File: src/rtl/vga_box_ctrl_if.sv
// rtl/vga_box_ctrl_if.sv - box table configuration write port (valid/ready)
//
// Purpose : carries table writes from a register master into vga_box_ctrl.
// Signals : cfg_valid  write request
//           cfg_ready  write accepted when high together with cfg_valid
//           cfg_addr   {box index, field[2:0]}; AW = clog2(NBOX) + 3
//           cfg_data   16-bit write data
// Modports: master drives the request, slave (the controller) drives ready.

interface vga_box_ctrl_if #(
    parameter int AW = 5
);
    logic          cfg_valid;
    logic          cfg_ready;
    logic [AW-1:0] cfg_addr;
    logic [15:0]   cfg_data;

    modport master (
        output cfg_valid,
        output cfg_addr,
        output cfg_data,
        input  cfg_ready
    );

    modport slave (
        input  cfg_valid,
        input  cfg_addr,
        input  cfg_data,
        output cfg_ready
    );
endinterface

File: src/rtl/vga_box_ctrl.sv
// rtl/vga_box_ctrl.sv - frame-synchronous rectangle overlay controller for VGA
//
// Purpose : holds NBOX coloured rectangles. Writes land in shadow registers
//           and the whole table is copied to the active set on the v_sync
//           active edge, so a frame never shows a half-updated table.
//           Pixels leave through a 2-stage pipeline; syncs are delayed to match.
// Ports   : clk, rst_n (async, active low)
//           xpos, ypos, h_sync_in, v_sync_in  from the timing generator
//           cfg (vga_box_ctrl_if.slave)        table write port
//           red, green, blue                   RGB565 pixel out
//           h_sync, v_sync                     syncs delayed 2 cycles
//           commit                             1-cycle pulse after a table copy
//           pending                            shadow holds uncommitted writes
// Option  : define VGA_BOX_OR_BLEND_EN to OR the colours of all hit boxes
//           instead of taking the lowest-index hit box.

module vga_box_ctrl #(
    parameter int   NBOX      = 4,
    parameter int   H_ACTIVE  = 640,
    parameter int   V_ACTIVE  = 480,
    parameter logic VS_ACTIVE = 1'b0
) (
    input  logic                 clk,
    input  logic                 rst_n,
    input  logic [9:0]           xpos,
    input  logic [9:0]           ypos,
    input  logic                 h_sync_in,
    input  logic                 v_sync_in,
    vga_box_ctrl_if.slave        cfg,
    output logic [4:0]           red,
    output logic [5:0]           green,
    output logic [4:0]           blue,
    output logic                 h_sync,
    output logic                 v_sync,
    output logic                 commit,
    output logic                 pending
);

    localparam int LP_BW = $clog2(NBOX);
    localparam int LP_AW = LP_BW + 3;

    // 11-bit limits so a 10-bit position can be compared without overflow
    localparam logic [10:0] LP_HACT = 11'(H_ACTIVE);
    localparam logic [10:0] LP_VACT = 11'(V_ACTIVE);

    // ------------------------------------------------------------------
    // Shadow and active tables
    // ------------------------------------------------------------------
    logic [9:0]  r_sh_x0  [NBOX];
    logic [9:0]  r_sh_x1  [NBOX];
    logic [9:0]  r_sh_y0  [NBOX];
    logic [9:0]  r_sh_y1  [NBOX];
    logic [15:0] r_sh_col [NBOX];
    logic [NBOX-1:0] r_sh_en;

    logic [9:0]  r_ac_x0  [NBOX];
    logic [9:0]  r_ac_x1  [NBOX];
    logic [9:0]  r_ac_y0  [NBOX];
    logic [9:0]  r_ac_y1  [NBOX];
    logic [15:0] r_ac_col [NBOX];
    logic [NBOX-1:0] r_ac_en;

    logic              r_vs_prev;
    logic              r_commit;
    logic              r_pending;
    logic [NBOX-1:0]   r_hit;
    logic              r_vis;
    logic [15:0]       r_pix;
    logic [1:0]        r_hs_d;
    logic [1:0]        r_vs_d;

    logic              w_commit_now;
    logic              w_wr;
    logic [LP_BW-1:0]  w_box;
    logic [2:0]        w_field;
    logic [15:0]       w_pix;

    // ------------------------------------------------------------------
    // Commit detection and handshake
    // ------------------------------------------------------------------
    assign w_commit_now = (v_sync_in == VS_ACTIVE) && (r_vs_prev != VS_ACTIVE);

    // A write is held off during the copy cycle so shadow is never written
    // while it is being read into the active set; it lands one cycle later.
    assign cfg.cfg_ready = ~w_commit_now;
    assign w_wr          = cfg.cfg_valid & ~w_commit_now;
    assign w_box         = cfg.cfg_addr[LP_AW-1:3];
    assign w_field       = cfg.cfg_addr[2:0];

    always_ff @(posedge clk or negedge rst_n) begin
        if (!rst_n) begin
            r_vs_prev <= ~VS_ACTIVE;
            r_commit  <= 1'b0;
            r_pending <= 1'b0;
        end else begin
            r_vs_prev <= v_sync_in;
            r_commit  <= w_commit_now;
            // Copy and write never share a cycle, so the order is free here.
            if (w_commit_now) begin
                r_pending <= 1'b0;
            end else if (w_wr && (w_field <= 3'd5)) begin
                r_pending <= 1'b1;
            end
        end
    end

    // ------------------------------------------------------------------
    // Shadow table writes
    // ------------------------------------------------------------------
    always_ff @(posedge clk or negedge rst_n) begin
        if (!rst_n) begin
            for (int i = 0; i < NBOX; i++) begin
                r_sh_x0[i]  <= '0;
                r_sh_x1[i]  <= '0;
                r_sh_y0[i]  <= '0;
                r_sh_y1[i]  <= '0;
                r_sh_col[i] <= '0;
            end
            r_sh_en <= '0;
        end else if (w_wr) begin
            case (w_field)
                3'd0:    r_sh_x0[w_box]  <= cfg.cfg_data[9:0];
                3'd1:    r_sh_x1[w_box]  <= cfg.cfg_data[9:0];
                3'd2:    r_sh_y0[w_box]  <= cfg.cfg_data[9:0];
                3'd3:    r_sh_y1[w_box]  <= cfg.cfg_data[9:0];
                3'd4:    r_sh_col[w_box] <= cfg.cfg_data;
                3'd5:    r_sh_en[w_box]  <= cfg.cfg_data[0];
                default: ;
            endcase
        end
    end

    // ------------------------------------------------------------------
    // Atomic copy shadow -> active on the v_sync active edge
    // ------------------------------------------------------------------
    always_ff @(posedge clk or negedge rst_n) begin
        if (!rst_n) begin
            for (int i = 0; i < NBOX; i++) begin
                r_ac_x0[i]  <= '0;
                r_ac_x1[i]  <= '0;
                r_ac_y0[i]  <= '0;
                r_ac_y1[i]  <= '0;
                r_ac_col[i] <= '0;
            end
            r_ac_en <= '0;
        end else if (w_commit_now) begin
            for (int i = 0; i < NBOX; i++) begin
                r_ac_x0[i]  <= r_sh_x0[i];
                r_ac_x1[i]  <= r_sh_x1[i];
                r_ac_y0[i]  <= r_sh_y0[i];
                r_ac_y1[i]  <= r_sh_y1[i];
                r_ac_col[i] <= r_sh_col[i];
            end
            r_ac_en <= r_sh_en;
        end
    end

    // ------------------------------------------------------------------
    // Stage 1: per-box hit test (strict bounds) and visible-area flag.
    // Strict bounds make a box with x0 >= x1-1 or y0 >= y1-1 empty.
    // ------------------------------------------------------------------
    always_ff @(posedge clk or negedge rst_n) begin
        if (!rst_n) begin
            r_hit <= '0;
            r_vis <= 1'b0;
        end else begin
            for (int i = 0; i < NBOX; i++) begin
                r_hit[i] <= r_ac_en[i]
                          & (xpos > r_ac_x0[i]) & (xpos < r_ac_x1[i])
                          & (ypos > r_ac_y0[i]) & (ypos < r_ac_y1[i]);
            end
            r_vis <= ({1'b0, xpos} < LP_HACT) & ({1'b0, ypos} < LP_VACT);
        end
    end

    // ------------------------------------------------------------------
    // Stage 2: colour selection. Active colours are stable across the
    // visible area because the copy happens inside vertical sync.
    // ------------------------------------------------------------------
    always_comb begin
        w_pix = '0;
`ifdef VGA_BOX_OR_BLEND_EN
        for (int i = 0; i < NBOX; i++) begin
            if (r_hit[i]) begin
                w_pix = w_pix | r_ac_col[i];
            end
        end
`else
        // Walk from the top index down so the lowest hit index wins.
        for (int i = NBOX - 1; i >= 0; i--) begin
            if (r_hit[i]) begin
                w_pix = r_ac_col[i];
            end
        end
`endif
        if (!r_vis) begin
            w_pix = '0;
        end
    end

    always_ff @(posedge clk or negedge rst_n) begin
        if (!rst_n) begin
            r_pix  <= '0;
            r_hs_d <= 2'b11;
            r_vs_d <= {2{~VS_ACTIVE}};
        end else begin
            r_pix  <= w_pix;
            r_hs_d <= {r_hs_d[0], h_sync_in};
            r_vs_d <= {r_vs_d[0], v_sync_in};
        end
    end

    assign red     = r_pix[15:11];
    assign green   = r_pix[10:5];
    assign blue    = r_pix[4:0];
    assign h_sync  = r_hs_d[1];
    assign v_sync  = r_vs_d[1];
    assign commit  = r_commit;
    assign pending = r_pending;

endmodule

File: src/flat_wrapper.sv
// flat-port wrapper written by rule: the top's interface ports become plain ports
module vga_box_ctrl_flat 
#(
    parameter int   NBOX      = 4,
    parameter int   H_ACTIVE  = 640,
    parameter int   V_ACTIVE  = 480,
    parameter logic VS_ACTIVE = 1'b0
)
  (clk, rst_n, xpos, ypos, h_sync_in, v_sync_in, red, green, blue, h_sync, v_sync, commit, pending, cfg_cfg_valid, cfg_cfg_addr, cfg_cfg_data, cfg_cfg_ready);
  vga_box_ctrl_if #(.AW(($clog2(NBOX) + 3))) cfg_i ();
  input  logic clk;
  input  logic rst_n;
  input  logic [9:0] xpos;
  input  logic [9:0] ypos;
  input  logic h_sync_in;
  input  logic v_sync_in;
  output logic [4:0] red;
  output logic [5:0] green;
  output logic [4:0] blue;
  output logic h_sync;
  output logic v_sync;
  output logic commit;
  output logic pending;
  input wire logic [$bits(cfg_i.cfg_valid)-1:0] cfg_cfg_valid;
  input wire logic [$bits(cfg_i.cfg_addr)-1:0] cfg_cfg_addr;
  input wire logic [$bits(cfg_i.cfg_data)-1:0] cfg_cfg_data;
  output wire logic [$bits(cfg_i.cfg_ready)-1:0] cfg_cfg_ready;
  assign cfg_i.cfg_valid = cfg_cfg_valid;
  assign cfg_i.cfg_addr = cfg_cfg_addr;
  assign cfg_i.cfg_data = cfg_cfg_data;
  assign cfg_cfg_ready = cfg_i.cfg_ready;
  vga_box_ctrl #(.NBOX(NBOX), .H_ACTIVE(H_ACTIVE), .V_ACTIVE(V_ACTIVE), .VS_ACTIVE(VS_ACTIVE)) u_core (.clk(clk), .rst_n(rst_n), .xpos(xpos), .ypos(ypos), .h_sync_in(h_sync_in), .v_sync_in(v_sync_in), .cfg(cfg_i), .red(red), .green(green), .blue(blue), .h_sync(h_sync), .v_sync(v_sync), .commit(commit), .pending(pending));
endmodule
File: config.mk
export PLATFORM = sky130hd
export DESIGN_NAME = vga_box_ctrl_flat
export DESIGN_NICKNAME = d
export VERILOG_FILES = /design/src/rtl/vga_box_ctrl_if.sv /design/src/rtl/vga_box_ctrl.sv /design/src/flat_wrapper.sv
export SDC_FILE = /design/constraint.sdc
export NUM_CORES = 1
export LEC_CHECK = 0
export ABC_AREA = 1
export BUFFER_PORTS_ARGS = -buffer_cell sky130_fd_sc_hd__buf_2
export CORE_MARGIN = 2
export CORE_UTILIZATION = 45
export DETAILED_ROUTE_END_ITERATION = 8
export SLEW_MARGIN = 5
export SYNTH_ARGS = -nofsm -noshare
export SYNTH_HDL_FRONTEND = slang
export SYNTH_SLANG_ARGS = --single-unit
File: constraint.sdc
create_clock -name clk -period 1.6 [get_ports clk]
set_input_delay 0.08 -clock clk [delete_from_list [all_inputs] [get_ports clk]]
set_output_delay 0.08 -clock clk [all_outputs]
set_load 0.05 [all_outputs]
**After elaboration in Yosys (flattened, before gate mapping)**

Index checks and enable logic that the tools add are counted.

- Flip-flop bits (word level): 484
- Bits in latches: 0
- Bits in writable memories: 0
- Bits in read-only memories: 0
- Input bits: 46
- Output and inout port bits: 21
- Memories: 0

- Add/sub/neg operators: 0
- Multiply operators: 0
- Div/mod/pow operators: 0
- Order comparisons: 23
- Eq/ne operators: 5
- Shift-type cells: 0
- Muxes and demuxes: 19
- Bitwise operators: 21
- Reduce and logical (&&, ||, !) cells: 12

Operators by type and width:

| cell | number |
|---|---|
| 40-bit bitwise mux | 4 |
| 16-bit 2-to-1 mux | 6 |
| 10-bit > comparator | 8 |
| 10-bit < comparator | 8 |
| 64-bit bitwise mux | 1 |
| 16-bit demux with 2-bit select | 1 |
| 10-bit demux with 2-bit select | 1 |
| 1-bit bitwise AND | 18 |
| 2-bit AND reduction | 6 |
| 10-bit < comparator, second input constant | 1 |
| 10-bit by 9-bit < comparator with 1-bit output, second input constant | 1 |
| 10-bit 2-to-1 mux | 1 |
| 3-bit by 2-bit == test with 1-bit output, second input constant | 2 |
| 3-bit == test, second input constant | 2 |
| 4-bit bitwise mux | 1 |
| 1-bit logical AND | 4 |
| 3-bit by 1-bit == test with 1-bit output, second input constant | 1 |
| 3-bit greater-or-equal comparator, second input constant | 1 |
| 3-bit <= comparator, second input constant | 1 |
| 3-bit zero test | 1 |
| 2-bit by 3-bit < comparator with 1-bit output, second input constant | 1 |
| 3-bit by 1-bit < comparator with 1-bit output, second input constant | 1 |
| 1-bit 2-to-1 mux | 3 |
| 2-bit NOT with 3-bit output | 1 |
| other kinds (4) | 5 |

**Longest topological paths before layout**

Gate-level depths: netlist of the first run.

- Depth after elaboration: 7
- Depth in mapped cells: 12

**Least setup slack after synthesis of the first run**

OpenSTA, ideal clock, no wires.

- Path type: register -> register
- Start: reg u_core.r_vs_d[0] (netlist name)
- End: reg u_core.r_ac_col[10] (netlist name)
- Library setup time: 121 ps
- Arrival time: 1,390 ps
- Data required time: 1,479 ps
- Path slack: 89 ps
- Stages on the path, launching flop included: 7
- Path buffers: 1
- Cells stage by stage: dfstp_2 inv_1 nor2_4 inv_2 clkbuf_1 nand2_1 nand2_1

RTL lines:

| item | RTL line | source |
|---|---|---|
| to (signal, indexed assignment) | vga_box_ctrl.sv:152 | `r_ac_col[i] <= r_sh_col[i];` |
| to (decl) | vga_box_ctrl.sv:60 | `logic [15:0] r_ac_col [NBOX];` |

**Worst setup path after layout of the first run**

- Start: reg u_core.r_ac_y0[29] (netlist name)
- End: reg u_core.r_hit[1]

- Longest elaborated chain between the ends: 3

RTL lines:

| item | RTL line | source |
|---|---|---|
| from (decl) | vga_box_ctrl.sv:58 | `logic [9:0] r_ac_y0 [NBOX];` |
| from (signal, indexed assignment) | vga_box_ctrl.sv:150 | `r_ac_y0[i] <= r_sh_y0[i];` |
| 10-bit > comparator | vga_box_ctrl.sv:170 | `& (ypos > r_ac_y0[i]) & (ypos < r_ac_y1[i]);` |
| 1-bit bitwise AND (2 in a row) | vga_box_ctrl.sv:170 |  |
| to (signal, indexed assignment) | vga_box_ctrl.sv:168 | `r_hit[i] <= r_ac_en[i]` |
| to (decl) | vga_box_ctrl.sv:66 | `logic [NBOX-1:0] r_hit;` |

No other way between the ends.
A chain may end at the register's enable or synchronous reset.

==> qor.txt, run 1 <==
status = finished with violations
failing checks = setup timing
sequential share of the synthesized area = 55.65%
Peak VDD IR = 0.0007924 V
Slew @ Worst Pin = 1.117 ns
number of max-slew violations in the final report = 0
Clk pwr share = 36.4%
Pleak = 13.29 nW
routed vias = 17,310
commonest non-fill, non-tap cell in the layout = nand2_1
worst r2r path cells = 10
GR Overflow Total = 0
Worst-Skew Late Latency = 0.62 ns
Synth Area in Compound Gates = 12.98%
GRT Util Overall = 24.19%
first-pass GRT wire length = 93,470 µm
core area = 47,750 µm²
largest net degree at the start of global routing = 86
vias per inst = 5.302
die width = 223.7 µm
syn avg cell area = 8.928 µm²
Setup crit end kind = register
CP arrival = 2.29 ns
clock sinks = 483
max_cap viols = 0
num ports = 67
Max Freq = 572.9 MHz
Sequential Power Share = 46.0%
# diodes = 0
post-synthesis mux area share = 0%
Min-Delay Path Class = in2reg
Worst Path Required = 2.14 ns
vias in the first global route = 16,890
most frequent cells in the layout = 738 x nand2_1, 479 x dfrtp_1, 353 x o21ai_0
Hold Path Sink = u_core.r_sh_x0[16]
Area contributors post-synth = dfrtp_1 55%, nand2_1 13%, o21ai_0 8.9%
CP Class = reg2reg
worst hold slack = 0.03825 ns
layout cells sized above 1 = 15.02%
Combinational Power Share = 17.6%
Final Skew = 0.04263 ns
largest family of logic cells by synthesized area = simple AND/OR/NAND/NOR gates
placed insts = 3,112
Synth Area in Simple Gates = 16.33%
crit path max fanout = 3
root buffer cell = clkbuf_16
power density cells = 1226 nW/µm²
DIE HEIGHT = 223.7 µm
GPL Wtd Cong = 0.8601
Final Cell Area = 26,950 µm²
Critical R2R Launch = u_core.r_ac_y0[29]
fin cells = 3,264
routed len/inst = 18.72 µm
Fin. Hold Viols = 0
Filler Cell Count = 4,109
Clock Path Buffers = 3
Synth Cell Area = 21,730 µm²
RSZ-0062 raised after global routing = true
DP HPWL = 35,660 µm
Routed WL = 61,100 µm
Routed Antenna Nets = 0
TritonCTS clock tree = built
DRC viols = 0
Core Rows = 80
top cell type's share of synthesized area = 55.16%
die footprint = 50,060 µm²
cts bufs inserted = 52
Rel. slew slack = 25.55%
post-synth top area cell = dfrtp_1
Initial DRT Pass Iterations = 5
final worst setup slack = -0.1456 ns
Mapped Nets = 2,632
area grow syn2layout = 24.04%
Initial Util = 45.51%
post-synth cell types = 31
Final min period = 1.746 ns
H-tree lvl count = 2
DR iter-0 viols = 1,311
switching share of power = 28.92%
Synth Register Bits = 483
Synth Instances = 2,434
Int Pwr = 0.02348 W
Setup crit start kind = register
reg2reg end = u_core.r_hit[1]
Placed Instance Area = 23,670 µm²
Hold Crit Start = cfg_cfg_data[6]
IO buf count = 66
r2r setup slk = -0.15 ns
Clock transition at path regs = 0.06 ns
final worst-path cycle share = 109.1%
Hold Path Cell Cnt = 4
post-synthesis adder-cell area fraction = 8.752%
Synth Area in XOR/XNOR = 0%
initial antenna violation count = 0
setup violators final = 296
Layout Nets = 2,806
Syn. warnings = 0
net switching power figure = 0.009555 W
[worst max-delay path, cell delays in order, from the launching register on]
cell	delay, ns
dfrtp_1	0.34
inv_1	0.08
ha_4	0.28
nand2_2	0.07
nor2_2	0.13
nand4_1	0.14
nand2_1	0.10
nor2_1	0.05
nor2_2	0.28
nand2_1	0.09
nor2_1	0.10
[flip-flops by register name, indices dropped and copies added, names as in the netlist, 2 cells and up]
signal           cells
u_core.r_sh_y0      40
u_core.r_sh_en       4
u_core.r_sh_col     64
u_core.r_sh_y1      40
u_core.r_ac_y1      40
u_core.r_ac_x1      40
u_core.r_sh_x1      40
u_core.r_hit         4
u_core.r_ac_y0      40
u_core.r_pix        16
u_core.r_ac_x0      40
u_core.r_sh_x0      40
u_core.r_vs_d        2
u_core.r_hs_d        2
u_core.r_ac_col     64
u_core.r_ac_en       4
[per-stage QoR]
stage          util, %  TNS (ns)  worst slack [ns]  power, W
2_1_floorplan        -         0           0.08904   0.01863
3_3_place_gp     49.58   -0.8846           -0.1671   0.02045
3_5_place_dp     49.58    -3.079           -0.1906   0.02075
4_1_cts          54.74    -26.40           -0.1721   0.03300
5_1_grt          56.45    -47.74           -0.2321   0.03483
6_report         56.45    -14.69           -0.1456   0.03303
[final cells by class]
cell class / count / area (µm²) / share of cell area (%)
sequential: 483 / 12090 / 44.86
multi-input combinational: 1605 / 8722 / 32.36
timing repair buffer: 246 / 2815 / 10.44
clock buffer: 81 / 1540 / 5.714
inverter: 220 / 842.1 / 3.124
tap: 615 / 769.5 / 2.855
clock inverter: 14 / 172.7 / 0.6406
[cell families (layout without fill, tap and decap cells)]
group,count (synthesis),count (layout)
adder cells (fa/ha/maj),152,152
AO/OA/AOI/OAI,537,537
buffers and inverters,346,561
flip-flops,483,483
AND/OR/NAND/NOR,916,916
[timing repair]
item                                    in CTS  in global routing
endpoints found under the hold margin      521                  0
cloned                                      15                 19
gates resized for setup                     79                128
endpoints found under the setup margin     176                473
buffers inserted                             7                  0
hold buffers                                18                  0
pin swaps                                    6                  5
[how the worst max path moves through the flow]
stage                             from                   to  depth (start not counted)
floorplan             u_core.r_vs_d[0]  u_core.r_ac_col[10]                          6
global placement               ypos[5]      u_core.r_hit[1]                          8
detailed placement             ypos[5]      u_core.r_hit[1]                          8
CTS                   u_core.r_vs_d[0]        cfg_cfg_ready                          5
global route          u_core.r_vs_d[0]   u_core.r_sh_x1[19]                         11
finish              u_core.r_ac_y0[29]      u_core.r_hit[1]                         10
[Yosys cell counts]
master / instances
nand2_1: 776
dfrtp_1: 479
o21ai_0: 386
inv_1: 218
ha_1: 152
nor2_1: 93
a21oi_1: 85
clkbuf_1: 71
buf_2: 51
nand3_1: 31
o31ai_1: 16
o21ai_1: 14
o21a_1: 8
a21boi_0: 7
nand4_1: 6
a21o_1: 5
o211ai_1: 5
clkbuf_2: 4
dfstp_2: 4
o2111ai_1: 4
a31oi_1: 3
nor4_1: 3
o21bai_1: 3
nor2_4: 2
nor3_2: 2
a41oi_1: 1
clkinv_1: 1
inv_2: 1
nand2_2: 1
nor3_1: 1
nor4_4: 1
[power groups by stage]
stage                     Sequential, W  Combinational [W]  Clock, W
after floorplan                  0.0152            0.00345         0
after global placement           0.0153            0.00517         0
after detailed placement         0.0153            0.00541         0
after CTS                        0.0151            0.00564    0.0122
after global routing             0.0154            0.00669    0.0127
final                            0.0152            0.00581    0.0120
[layer usage]
layer	track usage (%)	wire length (µm)	up-vias
met4	8.000	1959	0
li1	-	-	8217
met3	4.446	3459	119
met5	0	0	-
met2	38.78	28350	467
met1	33.37	27330	8503
Power figures use the tool's default switching activity.
==> inputs of run 2 (changes only) <==
--- a/config.mk
+++ b/config.mk
@@ -10,6 +10,7 @@
 export CORE_MARGIN = 2
 export CORE_UTILIZATION = 45
 export DETAILED_ROUTE_END_ITERATION = 8
+export PLACE_DENSITY_LB_ADDON = 0.2
 export SLEW_MARGIN = 5
 export SYNTH_ARGS = -nofsm -noshare
 export SYNTH_HDL_FRONTEND = slang
==> run 2 against run 1 <==
Net effect:
- the run still ends with setup timing left
- via count rose by 0.81%
- die area did not move
- global-route usage fell by 0.064 points
- combinational power rose by 14%
- worst setup slack got worse by 0.033 ns
- largest power group unchanged
- highest routed layer unchanged
==> qor.txt, run 2 (synthesis gave the netlist of run 1 again) <==
layout cells sized above 1 = 23.93%
setup violators final = 217
Setup crit end kind = register
failing checks = setup timing
met3 global-route usage = 3.489%
final worst setup slack = -0.1786 ns
commonest non-fill, non-tap cell in the layout = nand2_1
max_cap viols = 0
layer with the highest usage = met2
CP Class = reg2reg
die width = 223.7 µm
Slew @ Worst Pin = 0.7038 ns
Worst-Skew Late Latency = 0.63 ns
number of max-slew violations in the final report = 0
worst r2r path cells = 10
Critical R2R Launch = u_core.r_vs_d[0]
placed insts = 3,134
most frequent cells in the layout = 611 x nand2_1, 479 x dfrtp_1, 279 x o21ai_0
Layout Nets = 2,842
Top Registers = u_core.r_ac_col x64, u_core.r_sh_col x64
initial antenna violation count = 0
Rel. slew slack = 52.90%
Int Pwr = 0.02500 W
Filler Cell Count = 3,933
met2 Resource Use GR = 39.71%
Core Rows = 80
Combinational Power Share = 18.9%
reg2reg end = u_core.r_sh_col[0]
GRT Util Overall = 24.13%
Pleak = 13.99 nW
Routed Antenna Nets = 0
Fin. Hold Viols = 0
GPL Wtd Cong = 0.8536
Peak VDD IR = 0.0007349 V
Pwr Total = 0.03520 W
Setup crit start kind = register
RSZ-0062 raised after global routing = true
Routed WL = 65,120 µm
routed len/inst = 19.72 µm
DP HPWL = 36,290 µm
largest net degree at the start of global routing = 64
H-tree lvl count = 2
Clock transition at path regs = 0.06 ns
cts bufs inserted = 52
Clk pwr share = 37.4%
CP Launch Point = u_core.r_vs_d[0]
DR iter-0 viols = 1,455
met1 usage = 33.36%
root buffer cell = clkbuf_16
Max Freq = 562.2 MHz
final worst-path cycle share = 111.2%
power density cells = 1236 nW/µm²
num ports = 67
crit path max fanout = 8
Initial Util = 45.51%
die footprint = 50,060 µm²
first-pass GRT wire length = 93,760 µm
core area = 47,750 µm²
routed vias = 17,450
fin cells = 3,302
GR Overflow Total = 0
clock sinks = 483
CP endpoint = u_core.r_sh_col[0]
TritonCTS clock tree = built
# diodes = 0
r2r setup slk = -0.18 ns
CP arrival = 2.26 ns
Sequential Power Share = 43.7%
DRC viols = 0
switching share of power = 28.97%
Final Skew = 0.02341 ns
Initial DRT Pass Iterations = 8
Final min period = 1.779 ns
Clock Path Buffers = 3
net switching power figure = 0.01020 W
Min-Delay Path Class = in2reg
vias in the first global route = 16,840
FF/Latch Area = 12,090 µm²
area occupied by multi-input gates = 9605 µm²
Worst Path Required = 2.08 ns
status = finished with violations
vias per inst = 5.284
area grow syn2layout = 31.04%
DIE HEIGHT = 223.7 µm
IO buf count = 66
run 2: changes by cell type in the layout (fill, tap and decap cells not counted), moves of 9 or more:
| cell | change |
|---|---|
| nand2_1 | -127 |
| nand2_2 | +89 |
| o21ai_0 | -74 |
| o21ai_1 | +53 |
| nand2_4 | +42 |
| buf_4 | +26 |
| o21ai_2 | +21 |
| clkbuf_16 | +13 |
| ha_1 | -11 |
| ha_4 | +11 |
| nor2_1 | -11 |
| inv_1 | -9 |
| inv_2 | +9 |
run 2: worst min path at each step:
stage               startpoint  cells after the start  slack, ns                 end
6_report       cfg_cfg_data[2]                      4       0.04  u_core.r_sh_y0[32]
5_1_grt                ypos[8]                      3       0.02        u_core.r_vis
4_1_cts        cfg_cfg_data[2]                      4      0.005  u_core.r_sh_y0[32]
3_5_place_dp             rst_n                      1       0.05  u_core.r_sh_x0[28]
3_3_place_gp             rst_n                      1       0.04  u_core.r_sh_x0[28]
2_1_floorplan            rst_n                      0      -0.22       u_core.commit
run 2: timing repair:
item / 4_1_cts / 5_1_grt
cloned: 3 / 38
hold buffers: 17 / 0
endpoints found under the setup margin: 133 / 376
endpoints found under the hold margin: 507 / 0
pin swaps: 6 / 83
buffers inserted: 9 / 9
resized for setup: 86 / 428
run 2: routing by layer:
| metal | wire (µm) | part of all wire [%] |
|---|---|---|
| met2 | 30850 | 47 |
| met1 | 29270 | 45 |
| met5 | 0 | 0 |
| met3 | 3136 | 4.8 |
| met4 | 1868 | 2.9 |
run 2: layout make-up:
type	count	area share, %
Timing Repair Buffer	282	11.48
Clock buffer	73	5.233
Multi-Input combinational cell	1605	33.73
Tap cell	615	2.702
Sequential cell	483	42.46
Inverter	220	2.944
Clock inverter	24	1.446
run 2: stage by stage:
step                      utilization, %  setup WS, ns  instance area [µm²]  TNS [ns]  hold slack, ns
after floorplan                        -       0.08904                21730         0         -0.2156
after global placement             50.00       -0.1386                23870    -6.615         0.04097
after detailed placement           50.00       -0.2046                23870    -10.12         0.04647
after CTS                          55.14       -0.1572                26330    -14.50        0.004561
after global routing               59.64       -0.2291                28470    -38.67         0.02078
final                              59.64       -0.1786                28470    -15.41         0.03702
run 2: worst max-delay path, cell delays in order (launching register included):
cell and delay, ns:
dfstp_2 0.37, inv_2 0.06, nor2_4 0.04, buf_6 0.13, buf_6 0.12, nor4_4 0.21
buf_6 0.22, nand2_4 0.13, clkbuf_16 0.21, nand2_1 0.05, o21ai_0 0.08
run 2: power groups by stage:
stage          combinational (W)  clock, W  sequential, W
2_1_floorplan            0.00345         0         0.0152
5_1_grt                  0.00755    0.0139         0.0156
4_1_cts                  0.00575    0.0133         0.0152
6_report                 0.00664    0.0132         0.0154
3_3_place_gp             0.00530         0         0.0153
3_5_place_dp             0.00554         0         0.0153
==> inputs of run 3 (changes only) <==
--- a/config.mk
+++ b/config.mk
@@ -5,7 +5,6 @@
 export SDC_FILE = /design/constraint.sdc
 export NUM_CORES = 1
 export LEC_CHECK = 0
-export ABC_AREA = 1
 export BUFFER_PORTS_ARGS = -buffer_cell sky130_fd_sc_hd__buf_2
 export CORE_MARGIN = 2
 export CORE_UTILIZATION = 45
==> run 3 against run 2 <==
Net effect:
- the run still ends with setup timing left
- hold slack gained 0.0090 ns
- total power shrank 0.48%
- count of clock-buffer cells in the layout rose by 5
- critical path depth decreased by 3
- global-route usage increased by 2.6 points
- final cell count down 12%
- register-to-register slack got worse by 0.18 ns
- clock skew rose by 0.0039 ns
- sequential share of layout area decreased by 2.2 points
- sequential power about the same
- core utilization grew 3.1 points
- via count down 4.5%
- critical endpoint is now u_core.r_hit[2]
==> qor.txt, run 3 <==
Synth Instances = 1,998
area grow syn2layout = 37.25%
commonest non-fill, non-tap cell in the layout = dfrtp_1
layout cells sized above 1 = 36.49%
GRT Util Overall = 26.75%
routed len/inst = 24.26 µm
cts bufs inserted = 52
most frequent cells in the layout = 478 x dfrtp_1, 338 x nand2_1, 192 x mux2_4
Worst-Skew Late Latency = 0.62 ns
Area contributors post-synth = dfrtp_1 55%, mux2_2 12%, ha_1 8.7%
max_cap viols = 0
Final Skew = 0.02733 ns
Slowest-stage cell, CP = or4_4
Peak VDD IR = 0.0007655 V
Clock Path Buffers = 3
FFs w/ async S/R, synth = 100.0%
clock sinks = 483
first-pass GRT wire length = 101,700 µm
Setup crit end kind = register
Mapped Nets = 2,196
Core Rows = 80
crit path max fanout = 3
number of max-slew violations in the final report = 0
Synth Cell Area = 21,870 µm²
Routed Antenna Nets = 0
Initial Util = 45.70%
Layout Nets = 2,463
Post-synth EDFFs = 0
final worst setup slack = -0.3612 ns
worst hold slack = 0.04604 ns
IO buf count = 66
CP endpoint = u_core.r_hit[2]
core area = 47,850 µm²
initial antenna violation count = 2
post-synth top area cell = dfrtp_1
Pleak = 14.78 nW
r2r setup slk = -0.36 ns
DRC viols = 0
TritonCTS clock tree = built
most common cell in the netlist = dfrtp_1
DIE HEIGHT = 224.4 µm
Top Registers = u_core.r_ac_col x64, u_core.r_sh_col x64
Slew @ Worst Pin = 0.8959 ns
Fin. Hold Viols = 0
Syn. warnings = 0
RSZ-0062 raised after global routing = true
setup violators final = 353
syn avg cell area = 10.94 µm²
Setup crit start kind = register
sequential share of the synthesized area = 55.30%
GR Overflow Total = 0
Min-Delay Path Class = in2reg
CP Class = reg2reg
vias in the first global route = 16,980
Clock transition at path regs = 0.06 ns
largest net degree at the start of global routing = 100
Synth Register Bits = 483
routed vias = 16,650
CP Cell Sequence = inv_1, ha_4, nand4_1, or3_4, nand4_1, or4_4, nor4b_2
Max Freq = 509.9 MHz
failing checks = setup timing
Critical R2R Launch = u_core.r_ac_x0[17]
CP arrival = 2.48 ns
Filler Cell Count = 3,544
Initial DRT Pass Iterations = 5
die width = 224.4 µm
slowest stage delay, CP = 0.54 ns
CP Launch Point = u_core.r_ac_x0[17]
Rel. slew slack = 40.27%
root buffer cell = clkbuf_16
H-tree lvl count = 2
Worst Path Required = 2.12 ns
reg2reg end = u_core.r_hit[2]
GPL Wtd Cong = 0.8152
Setup WS pre-CTS = -0.5240 ns
top cell type's share of synthesized area = 54.82%
worst r2r path cells = 7
fin cells = 2,921
die footprint = 50,370 µm²
Routed WL = 70,850 µm
synth cell count leaders = 479 x dfrtp_1, 419 x nand2_1, 225 x mux2_2
DP HPWL = 35,710 µm
Final min period = 1.961 ns
Post-synth top flop = dfrtp_1
final worst-path cycle share = 122.6%
most used cell, CP = nand4_1
placed insts = 2,710
DR iter-0 viols = 1,255
status = finished with violations
power density cells = 1167 nW/µm²
post-synth cell types = 60
num ports = 67
vias per inst = 5.701
==> run 3: cell types whose count changed after synthesis, sizes merged, moves of 22 or more <==
cell | before | now
a21oi | 85 | 55
buf | 51 | 17
inv | 219 | 160
mux2 | 0 | 228
nand2 | 777 | 434
nand3 | 31 | 9
nor2 | 95 | 21
nor2b | 0 | 39
o21ai | 400 | 170
==> run 3: timing repair <==
item / in CTS / in global routing
resized for setup: 350 / 322
pin swaps: 60 / 88
endpoints found under the setup margin: 478 / 464
hold endpoints to repair: 509 / 0
cloned: 42 / 16
hold buffers: 14 / 0
setup buffers: 45 / 20
==> run 3: critical path: cells and delay by family, from the launching register on <==
family,cells,cell delay [ns]
flip-flops,1,0.37
AND/OR/NAND/NOR,5,1.20
buffers and inverters,1,0.10
adder cells (fa/ha/maj),1,0.21
==> run 3: layout make-up <==
cell class / count / area [µm²] / share of cell area, %
flip-flops and latches: 483 / 12090 / 40.30
multi-input cells: 1272 / 11060 / 36.84
repair buffers: 296 / 3789 / 12.62
clock buffers: 78 / 1499 / 4.995
well taps: 615 / 769.5 / 2.564
inverters: 160 / 608.1 / 2.026
clock inverters: 16 / 192.7 / 0.6421
diodes: 1 / 2.502 / 0.008339
==> run 3: per-layer routing <==
metal  GRT usage [%]  wire, µm  vias up
met3           4.481      3864      172
met2           43.11     33800      546
met5               0        13        -
li1                -         -     7320
met4           12.18      2774        2
met1           35.58     30400     8614
==> run 3: worst min-delay path by stage <==
| stage | from | endpoint | slack, ns | cells past startpoint |
|---|---|---|---|---|
| 6_report | cfg_cfg_data[5] | u_core.r_sh_x1[25] | 0.05 | 2 |
| 5_1_grt | cfg_cfg_data[5] | u_core.r_sh_x1[15] | 0.04 | 2 |
| 4_1_cts | cfg_cfg_data[5] | u_core.r_sh_x0[15] | 0.004 | 2 |
| 3_5_place_dp | rst_n | u_core.r_sh_col[48] | 0.02 | 1 |
| 3_3_place_gp | rst_n | u_core.r_ac_col[48] | 0.02 | 1 |
| 2_1_floorplan | rst_n | u_core.commit | -0.22 | 0 |
==> run 3: cell families after synthesis <==
group	synth area share, %
AND/OR/NAND/NOR	12.03
flip-flops	55.30
AO/OA/AOI/OAI	7.736
buffers and inverters	4.492
multiplexers	11.74
adder cells (fa/ha/maj)	8.698
==> run 3: stage by stage <==
stage / util (%) / TNS [ns] / power, W / instance area (µm²)
floorplan: - / -4.314 / 0.01870 / 22020
detailed placement: 50.40 / -78.80 / 0.02083 / 24110
finish: 62.72 / -68.47 / 0.03503 / 30010
global placement: 50.40 / -69.05 / 0.02048 / 24110
CTS: 60.19 / -75.99 / 0.03415 / 28800
global route: 62.72 / -80.94 / 0.03662 / 30010
==> run 3: report_power, final <==
group | leakage (nW) | total, W | internal (W) | switching [W]
registers | 6.33 | 0.0155 | 0.0143 | 0.00115
clock network | 0.823 | 0.0121 | 0.00697 | 0.00511
logic | 7.63 | 0.00749 | 0.00370 | 0.00378
total | 14.8 | 0.0350 | 0.0250 | 0.0100
